**src/rtl/mux16_rr_sched_pkg.sv**
```systemverilog
// rtl/mux16_rr_sched_pkg.sv - shared sizes and state encoding for the mux16 round-robin scheduler
package mux16_rr_sched_pkg;

   localparam int N_REQ = 16;
   localparam int SEL_W = 4;

   typedef enum logic {
      ST_IDLE = 1'b0,
      ST_HOLD = 1'b1
   } state_t;

endpackage

```
**src/rtl/mux16_rr_sched_rr_pick16.sv**
```systemverilog
// rtl/mux16_rr_sched_rr_pick16.sv - combinational round-robin picker, first set req after last
module rr_pick16
   import mux16_rr_sched_pkg::*;
(
   input  logic [N_REQ-1:0] req,
   input  logic [SEL_W-1:0] last,
   output logic             any,
   output logic [SEL_W-1:0] idx
);

   logic [4:0]       shift;
   logic [31:0]      dbl;
   logic [N_REQ-1:0] rot;
   logic [SEL_W-1:0] low;

   always_comb begin
      // Rotating by last+1 puts the highest-priority candidate at bit 0.
      shift = {1'b0, last} + 5'd1;
      dbl   = {req, req} >> shift;
      rot   = dbl[N_REQ-1:0];
      low   = '0;
      for (int i = N_REQ - 1; i >= 0; i--) begin
         if (rot[i]) low = SEL_W'(i);
      end
      any = |req;
      idx = low + last + 4'd1;
   end

endmodule

```
**src/rtl/mux16_rr_sched.sv**
```systemverilog
// rtl/mux16_rr_sched.sv - round-robin slot scheduler driving a mux16to1 select; option MUX_SCHED_EARLY_RELEASE_EN
module mux16_rr_sched
   import mux16_rr_sched_pkg::*;
#(
   parameter int SLOT_CYCLES = 4,
   parameter int CNT_W       = 8
) (
   input  logic             clk,
   input  logic             rst_n,
   input  logic             en,
   input  logic [N_REQ-1:0] req,
   output logic [SEL_W-1:0] sel,
   output logic [N_REQ-1:0] grant,
   output logic             valid,
   output logic             slot_start
);

   localparam logic [CNT_W-1:0] CNT_RELOAD = CNT_W'(SLOT_CYCLES - 1);

   state_t           state, state_d;
   logic [CNT_W-1:0] cnt, cnt_d;
   logic [SEL_W-1:0] last, last_d;
   logic [SEL_W-1:0] sel_d;
   logic [N_REQ-1:0] grant_d;
   logic             valid_d, slot_start_d;
   logic             slot_end;
   logic             pick_any;
   logic [SEL_W-1:0] pick_idx;

   rr_pick16 u_pick (
      .req  (req),
      .last (last),
      .any  (pick_any),
      .idx  (pick_idx)
   );

   always_ff @(posedge clk or negedge rst_n) begin
      if (!rst_n) begin
         state      <= ST_IDLE;
         cnt        <= '0;
         last       <= 4'd15;
         sel        <= '0;
         grant      <= '0;
         valid      <= 1'b0;
         slot_start <= 1'b0;
      end else begin
         state      <= state_d;
         cnt        <= cnt_d;
         last       <= last_d;
         sel        <= sel_d;
         grant      <= grant_d;
         valid      <= valid_d;
         slot_start <= slot_start_d;
      end
   end

   always_comb begin
      state_d      = state;
      cnt_d        = cnt;
      last_d       = last;
      sel_d        = sel;
      grant_d      = grant;
      valid_d      = valid;
      slot_start_d = 1'b0;

      slot_end = (state == ST_HOLD) && (cnt == '0);
`ifdef MUX_SCHED_EARLY_RELEASE_EN
      // An abandoned slot ends immediately rather than running out its count.
      if ((state == ST_HOLD) && !req[sel]) slot_end = 1'b1;
`endif

      if (((state == ST_IDLE) || slot_end) && en && pick_any) begin
         state_d      = ST_HOLD;
         cnt_d        = CNT_RELOAD;
         last_d       = pick_idx;
         sel_d        = pick_idx;
         grant_d      = 16'd1 << pick_idx;
         valid_d      = 1'b1;
         slot_start_d = 1'b1;
      end else if (slot_end) begin
         state_d = ST_IDLE;
         cnt_d   = '0;
         grant_d = '0;
         valid_d = 1'b0;
      end else if (state == ST_HOLD) begin
         cnt_d = cnt - 1'b1;
      end
   end

endmodule

```
**config.mk**
```make
export PLATFORM = sky130hd
export DESIGN_NAME = mux16_rr_sched
export DESIGN_NICKNAME = d
export VERILOG_FILES = /design/src/rtl/mux16_rr_sched_pkg.sv /design/src/rtl/mux16_rr_sched_rr_pick16.sv /design/src/rtl/mux16_rr_sched.sv
export SDC_FILE = /design/constraint.sdc
export NUM_CORES = 1
export LEC_CHECK = 0
export ABC_AREA = 1
export CORE_MARGIN = 3
export CORE_UTILIZATION = 55
export DETAILED_ROUTE_END_ITERATION = 16
export GPL_TIMING_DRIVEN = 0
export PLACE_DENSITY = 0.91
export SYNTH_ARGS = -nofsm -noshare
export SYNTH_HDL_FRONTEND = slang
export SYNTH_HIERARCHICAL = 1
export SYNTH_SLANG_ARGS = --single-unit
```
**constraint.sdc**
```tcl
create_clock -name clk -period 3.68 [get_ports clk]
set_input_delay 0.92 -clock clk [delete_from_list [all_inputs] [get_ports clk]]
set_output_delay 0.92 -clock clk [all_outputs]
set_load 0.02 [all_outputs]
```
==> results of run 1 <==
cell type report:
class,count,area share (%)
multi-input cells,347,51.4
flip-flops and latches,34,22.6
repair buffers,52,11.9
plain buffers,19,4.67
inverters,36,4.14
clock buffers,7,2.28
well taps,67,2.22
clock inverters,1,0.794
logic make-up (layout without fill, tap and decap cells):
family                     Yosys count  in the layout
AOI/OAI and AO/OA                   28             28
and+or+nand+nor                    309            309
buffers and inverters               55            115
adders and majority gates            5              5
DFF                                 34             34
xor gates and xnor gates             5              5
layer usage:
| metal | global-route usage [%] | up-vias |
|---|---|---|
| met1 | 39.1 | 1555 |
| met4 | 6.47 | 0 |
| met3 | 4.18 | 28 |
| li1 | - | 1545 |
| met5 | 0 | - |
| met2 | 44.8 | 171 |
flip-flops by register name, summed over array words and instances (netlist names):
register / count
cnt: 8
grant: 16
last: 4
sel: 4
slot_start: 1
state: 1
power by group:
part           total, mW  internal (mW)  switching, mW
logic              0.139         0.0476         0.0911
registers          0.374          0.374              0
clock network      0.360          0.221          0.139
how the worst min path moves through the flow:
stage | slack (ps) | endpoint | cells past startpoint
after floorplan | 450 | last[0] | 2
after CTS | 480 | grant[13] | 2
after global routing | 510 | last[0] | 2
after global placement | 450 | sel[3] | 2
after detailed placement | 460 | grant[13] | 2
final | 480 | grant[10] | 2
critical path: stages:
cell,delay (ps)
clkbuf_2,110
nand2_1,120
nand3_1,120
nand2_2,100
inv_1,60
nand2_1,70
o21ai_2,80
nor2_1,90
a31oi_1,50
inv_1,110
nand2_1,80
nor2_1,260
a21oi_2,110
ha_1,350
nand2_1,100
o21ai_2,210
xor2_1,280
xor2_1,210
buf_4,180
buf_6,130
nor2_1,50
nand3_1,100
nand2_1,80
stage by stage:
stage	area, sq um	utilization [%]	setup TNS [ps]	std cells
6_report	3780	77.5	-900	563
2_1_floorplan	2850	-	0	436
3_5_place_dp	3330	68.2	-13280	543
4_1_cts	3530	72.4	0	556
3_3_place_gp	3330	68.3	-11280	543
5_1_grt	3780	77.5	-2750	563
placed cells by master, fill, tap and decap left out, types with 9 or more instances in the layout:
cell,instances
nand2_1,132
nand3_1,68
nand3_2,31
dfrtp_1,30
nor2_1,27
inv_1,26
nand2_2,25
clkdlybuf4s50_1,23
clkbuf_2,14
buf_4,11
o21ai_1,9
what timing repair did:
action | in CTS | in global routing
cloned | 0 | 1
endpoints found under the setup margin | 20 | 20
hold buffers | 0 | 0
pin swaps | 10 | 39
hold endpoints to repair | 0 | 0
setup buffers | 5 | 6
resized for setup | 43 | 96
==> out/qor.log, run 1 <==
INFO  setup_path     crit_required=3860ps
INFO  drt            met2_length=4410um
INFO  logic_synthesis synth-seq-area-share=30.0%
INFO  drt            detailroute.wirelength.met3=703um
INFO  sta            final.setup.worst_slack=-119ps
INFO  setup_path     worstSetupPathType=in -> reg
INFO  grt            vias_in_the_first_global_route=2890
INFO  placement      finalWeightedCongestion=0.930
INFO  setup_path     critical_path.endpoint_type=flip-flop
INFO  power          finalPower=0.872mW
INFO  clock_tree     worst_setup_hold_path_clk_slew=70ps
INFO  logic_synthesis yosys.cell_types.count=34
INFO  setup_path     rr_endpoint=grant[0]
INFO  finish         fillerInstances=352
INFO  logic_synthesis synthTopCellsByCount=151 x nand2_1, 89 x nand3_1, 35 x nor2_1
INFO  logic_synthesis synth_async_sr_flop_share=100%
INFO  grt            grt_overflow_total=0
INFO  logic_synthesis xor_xnor_portion_of_the_synthesized_cell_area=1.54%
INFO  clock_tree     tritoncts=built
INFO  sta            timing.final.crit_share=103%
INFO  logic_synthesis yosys-top-cells-area=dfrtp_1 26%, nand2_1 20%, nand3_1 16%
INFO  drt            vias=3299
INFO  finish         layout.area.seq=856squm
INFO  placement      port_buffers=40
INFO  drt            routedWlPerCell=15.9um
INFO  clock_tree     cts.sinks=34
INFO  die            die-area=0.00608sqmm
INFO  finish         layout.nets=519
INFO  placement      hpwl=5870um
INFO  setup_path     setup_slack_of_the_most_critical_reg_to_reg_path=-70ps
INFO  placement      pre_cts_slack=-772ps
INFO  grt            grt_pass1_wl=13600um
INFO  setup_path     maximum_fanout_along_the_worst_path=6
INFO  min_path       hold_path.class=reg -> reg
INFO  clock_tree     cts_inserted_buffers=5
INFO  die            pin_count=41
INFO  logic_synthesis post_synth_and_or_nand_nor_area_fraction=50.1%
INFO  logic_synthesis syn_nets=460
INFO  outcome        violated_checks=negative setup slack
INFO  power          power-per-cell-area=231mW/mm^2
INFO  drt            wl_met1=3680um
INFO  logic_synthesis synth_ff_type=dfrtp_1
INFO  finish         area_growth=32.6%
INFO  die            die_height=78.0um
INFO  job            max_cap_viol=0
INFO  sta            hold_violations=0
INFO  die            chipWidth=78.0um
INFO  power          vdd_drop_max=252uV
INFO  logic_synthesis synth_top_family_by_area=simple AND/OR/NAND/NOR gates
INFO  die            fp.coreArea=0.00488sqmm
INFO  setup_path     worst_setup_path_endpoint=grant[0]
INFO  drt            drcViolationCount=0
INFO  setup_path     ff2ff_path_depth=23
INFO  sta            final-setup-viol-count=18
INFO  sta            maxSlewHeadroom=50.4%
INFO  finish         multiInputGateArea=0.00194sqmm
INFO  sta            clock-skew-final=6.31ps
INFO  grt            number_of_antenna_violations_at_the_first_check_in_global_routing=0
INFO  logic_synthesis synth-warning-count=6
INFO  die            floorplan.initialDensity=58.4%
INFO  logic_synthesis synthAdderAreaFrac=2.46%
INFO  clock_tree     cts_buffer_depth=2
INFO  sta            timing.final.crit_period=3800ps
INFO  clock_tree     clock_tree.root_cell=clkbuf_8
INFO  logic_synthesis edff_count_synth=0
INFO  die            fp-row-count=25
INFO  power          leakage=1.88nW
INFO  logic_synthesis yosys.area.top_type_share=26.3%
INFO  drt            post_drt_via_cell_ratio=5.86
INFO  logic_synthesis synth_most_common_cell=nand2_1
INFO  grt            grt_start_max_net_pins=35
INFO  sta            final.hold.worst_slack=480ps
INFO  drt            ant_nets=0
INFO  clock_tree     htree_num_levels=2
INFO  logic_synthesis mapped_cell_area=0.00285sqmm
INFO  drt            drt-total-wl=8980um
INFO  logic_synthesis synth.mux.area_fraction=0%
INFO  setup_path     crit_path_start=req[10]
INFO  drt            routed.top_layer=met4
INFO  grt            grt_overall_usage=27.7%
INFO  logic_synthesis avgSynthCellArea=6.54squm
INFO  logic_synthesis yosys_register_bits=34
INFO  finish         insertedDiodeCount=0
INFO  drt            drt_pass1_iterations=5
INFO  logic_synthesis post_synthesis_compound_gate_area_fraction=5.40%
INFO  setup_path     r2r-start=last[1]
INFO  logic_synthesis synth_area_leader_cell=dfrtp_1
INFO  drt            detail_route.iter0.violations=342
INFO  clock_tree     insertion_delay=290ps
INFO  sta            clock.fmax=263MHz
INFO  finish         post_route_cells_drive_above_1_share=30.0%
INFO  logic_synthesis number_of_instances_in_the_synthesized_netlist=436
INFO  sta            max_slew.worst_pin.slew=744ps
INFO  setup_path     data_arrival_time_of_the_critical_path=3980ps
INFO  min_path       worstHoldStart=grant[10]
INFO  outcome        run_status=finished with violations
INFO  sta            report.final.slew_viol_count=0
INFO  sta            rsz_0062_raised_after_global_routing=true
INFO  setup_path     crit_path_start_kind=primary input
No activity file was read; power rests on OpenSTA's default activity.
==> inputs of run 2 (changes only) <==
PLACE_DENSITY = 0.81   (was 0.91)
==> run 2 against run 1 <==
  * The flow now finishes without violations
  * Global-route usage is 0.60 points lower
  * Sequential power hardly changed
  * Wire length is 8.7% lower
  * Fmax is 8.8% higher
  * Sequential cell count stayed put
  * Clock skew is 2.1 ps lower
  * Utilization is 1.1 points higher
  * Clock power is 10% lower
==> out/qor.log, run 2 (synthesis results as in run 1) <==
INFO  outcome        run_status=completed
INFO  clock_tree     cts_inserted_buffers=5
INFO  sta            rsz_0062_raised_after_global_routing=true
INFO  sta            report.final.slew_viol_count=0
INFO  sta            timing.final.crit_period=3490ps
INFO  clock_tree     worst_setup_hold_path_clk_slew=60ps
INFO  finish         layout.nets=521
INFO  setup_path     rr_endpoint=grant[13]
INFO  finish         layout.cells.non_filler=565
INFO  finish         fillerInstances=379
INFO  setup_path     critical_path.most_common_cell=nand2_1
INFO  finish         area_growth=34.4%
INFO  drt            ant_nets=0
INFO  grt            number_of_antenna_violations_at_the_first_check_in_global_routing=0
INFO  sta            hold_violations=0
INFO  sta            final.hold.worst_slack=471ps
INFO  power          finalPower=0.829mW
INFO  die            fp.coreArea=0.00488sqmm
INFO  drt            drt_pass1_iterations=5
INFO  power          power-per-cell-area=217mW/mm^2
INFO  sta            final.setup.worst_slack=187ps
INFO  min_path       hold_path.class=reg -> reg
INFO  finish         layout_common_cells=132 x nand2_1, 58 x nand3_1, 40 x nand3_2
INFO  setup_path     worst_setup_path_endpoint=grant[13]
INFO  clock_tree     cts_buffer_depth=2
INFO  drt            drt-total-wl=8190um
INFO  finish         largestRegisters=grant (16), cnt (8)
INFO  setup_path     critical-path-slowest-cell=dfstp_2
INFO  drt            routedWlPerCell=14.5um
INFO  die            floorplan.initialDensity=58.4%
INFO  finish         post_route_cells_drive_above_1_share=31.7%
INFO  drt            vias=3174
INFO  die            die-area=0.00608sqmm
INFO  power          leakage=1.92nW
INFO  setup_path     crit_path_start=last[0]
INFO  drt            drcViolationCount=0
INFO  clock_tree     insertion_delay=290ps
INFO  power          vdd_drop_max=248uV
INFO  setup_path     max_stage_delay=540ps
INFO  setup_path     worstSetupPathType=reg -> reg
INFO  die            fp-row-count=25
INFO  grt            grt_overall_usage=27.1%
INFO  setup_path     setup_slack_of_the_most_critical_reg_to_reg_path=190ps
INFO  sta            setup-tns-final=0ps
INFO  grt            grt_start_max_net_pins=35
INFO  finish         insertedDiodeCount=0
INFO  finish         largest_register_ffs=16
INFO  sta            final-setup-viol-count=0
INFO  setup_path     data_arrival_time_of_the_critical_path=3720ps
INFO  clock_tree     htree_num_levels=2
INFO  min_path       worstHoldPathCells=2
INFO  grt            grt_overflow_total=0
INFO  job            max_cap_viol=0
INFO  sta            clock-skew-final=4.18ps
INFO  sta            maxSlewHeadroom=49.6%
INFO  setup_path     ff2ff_path_depth=31
INFO  placement      numPlacedInstances=543
INFO  die            pin_count=41
INFO  clock_tree     cts_hold_buf=0
INFO  placement      port_buffers=40
INFO  placement      hpwl=5700um
INFO  drt            detail_route.iter0.violations=239
INFO  finish         regMostFlops=grant
INFO  finish         fin_area=0.00383sqmm
INFO  clock_tree     clock_tree.root_cell=clkbuf_8
INFO  clock_tree     cts.sinks=34
INFO  sta            clock.fmax=286MHz
INFO  finish         layout.cells.most_common=nand2_1
INFO  placement      dpl_cell_area=0.00333sqmm
INFO  sta            max_slew.worst_pin.slew=756ps
INFO  clock_tree     tritoncts=built
INFO  setup_path     critical_path.endpoint_type=flip-flop
INFO  setup_path     maximum_fanout_along_the_worst_path=9
INFO  finish         finish.utilization=78.5%
INFO  sta            timing.final.crit_share=94.9%
INFO  die            chipWidth=78.0um
INFO  grt            grt_pass1_wl=13100um
INFO  grt            vias_in_the_first_global_route=2814
INFO  setup_path     crit_required=3910ps
INFO  placement      finalWeightedCongestion=0.927
INFO  drt            post_drt_via_cell_ratio=5.62
INFO  setup_path     crit_path_start_kind=flip-flop
INFO  setup_path     r2r-start=last[0]
INFO  placement      pre_cts_slack=-754ps
INFO  die            die_height=78.0um
==> run 2: cell count changes in the layout (fill, tap and decap cells not counted), sizes merged <==
cell / before / now
buf: 26 / 28
bufinv: 1 / 0
clkbuf: 26 / 30
clkdlybuf4s15: 3 / 0
clkinv: 0 / 1
inv: 35 / 34
==> run 2: layout make-up <==
type | count | area, sq um | share of cell area [%]
repair buffers | 54 | 467 | 12.2
clock buffers | 8 | 110 | 2.87
flip-flops and latches | 34 | 856 | 22.3
well taps | 67 | 83.8 | 2.19
multi-input cells | 347 | 1990 | 51.9
inverters | 36 | 151 | 3.95
plain buffers | 19 | 174 | 4.54
==> run 2: critical path: cells and delay by family, from the launching register on <==
family,cells,cell delay [ps]
simple gates,22,1490
compound gates,1,80
fa+ha+maj,2,530
flops,1,540
xor+xnor,1,220
buf+inv,5,560
==> run 2: worst min path at each step <==
stage | startpoint | endpoint
after floorplan | last[0] | last[0]
after global placement | grant[10] | grant[10]
after detailed placement | grant[0] | grant[0]
after CTS | last[2] | last[2]
after global routing | last[2] | last[2]
final | grant[0] | grant[0]
==> run 2: power breakdown <==
part           internal, mW  switching (mW)  total (mW)
combinational        0.0449          0.0880       0.133
sequential            0.374               0       0.374
clock                 0.189           0.134       0.323
==> run 2: what timing repair did <==
action / CTS / global route
gates cloned: 0 / 2
pin swaps: 10 / 35
buffers inserted: 4 / 8
resized for setup: 42 / 98
endpoints found under the setup margin: 20 / 18
==> run 2: routing by layer <==
metal	global-route usage (%)	vias up	share of wire (%)
met5	0	-	0
met4	6.82	0	0.98
met3	5.57	6	7.1
met2	40.3	119	46
met1	40.1	1512	46
li1	-	1537	-
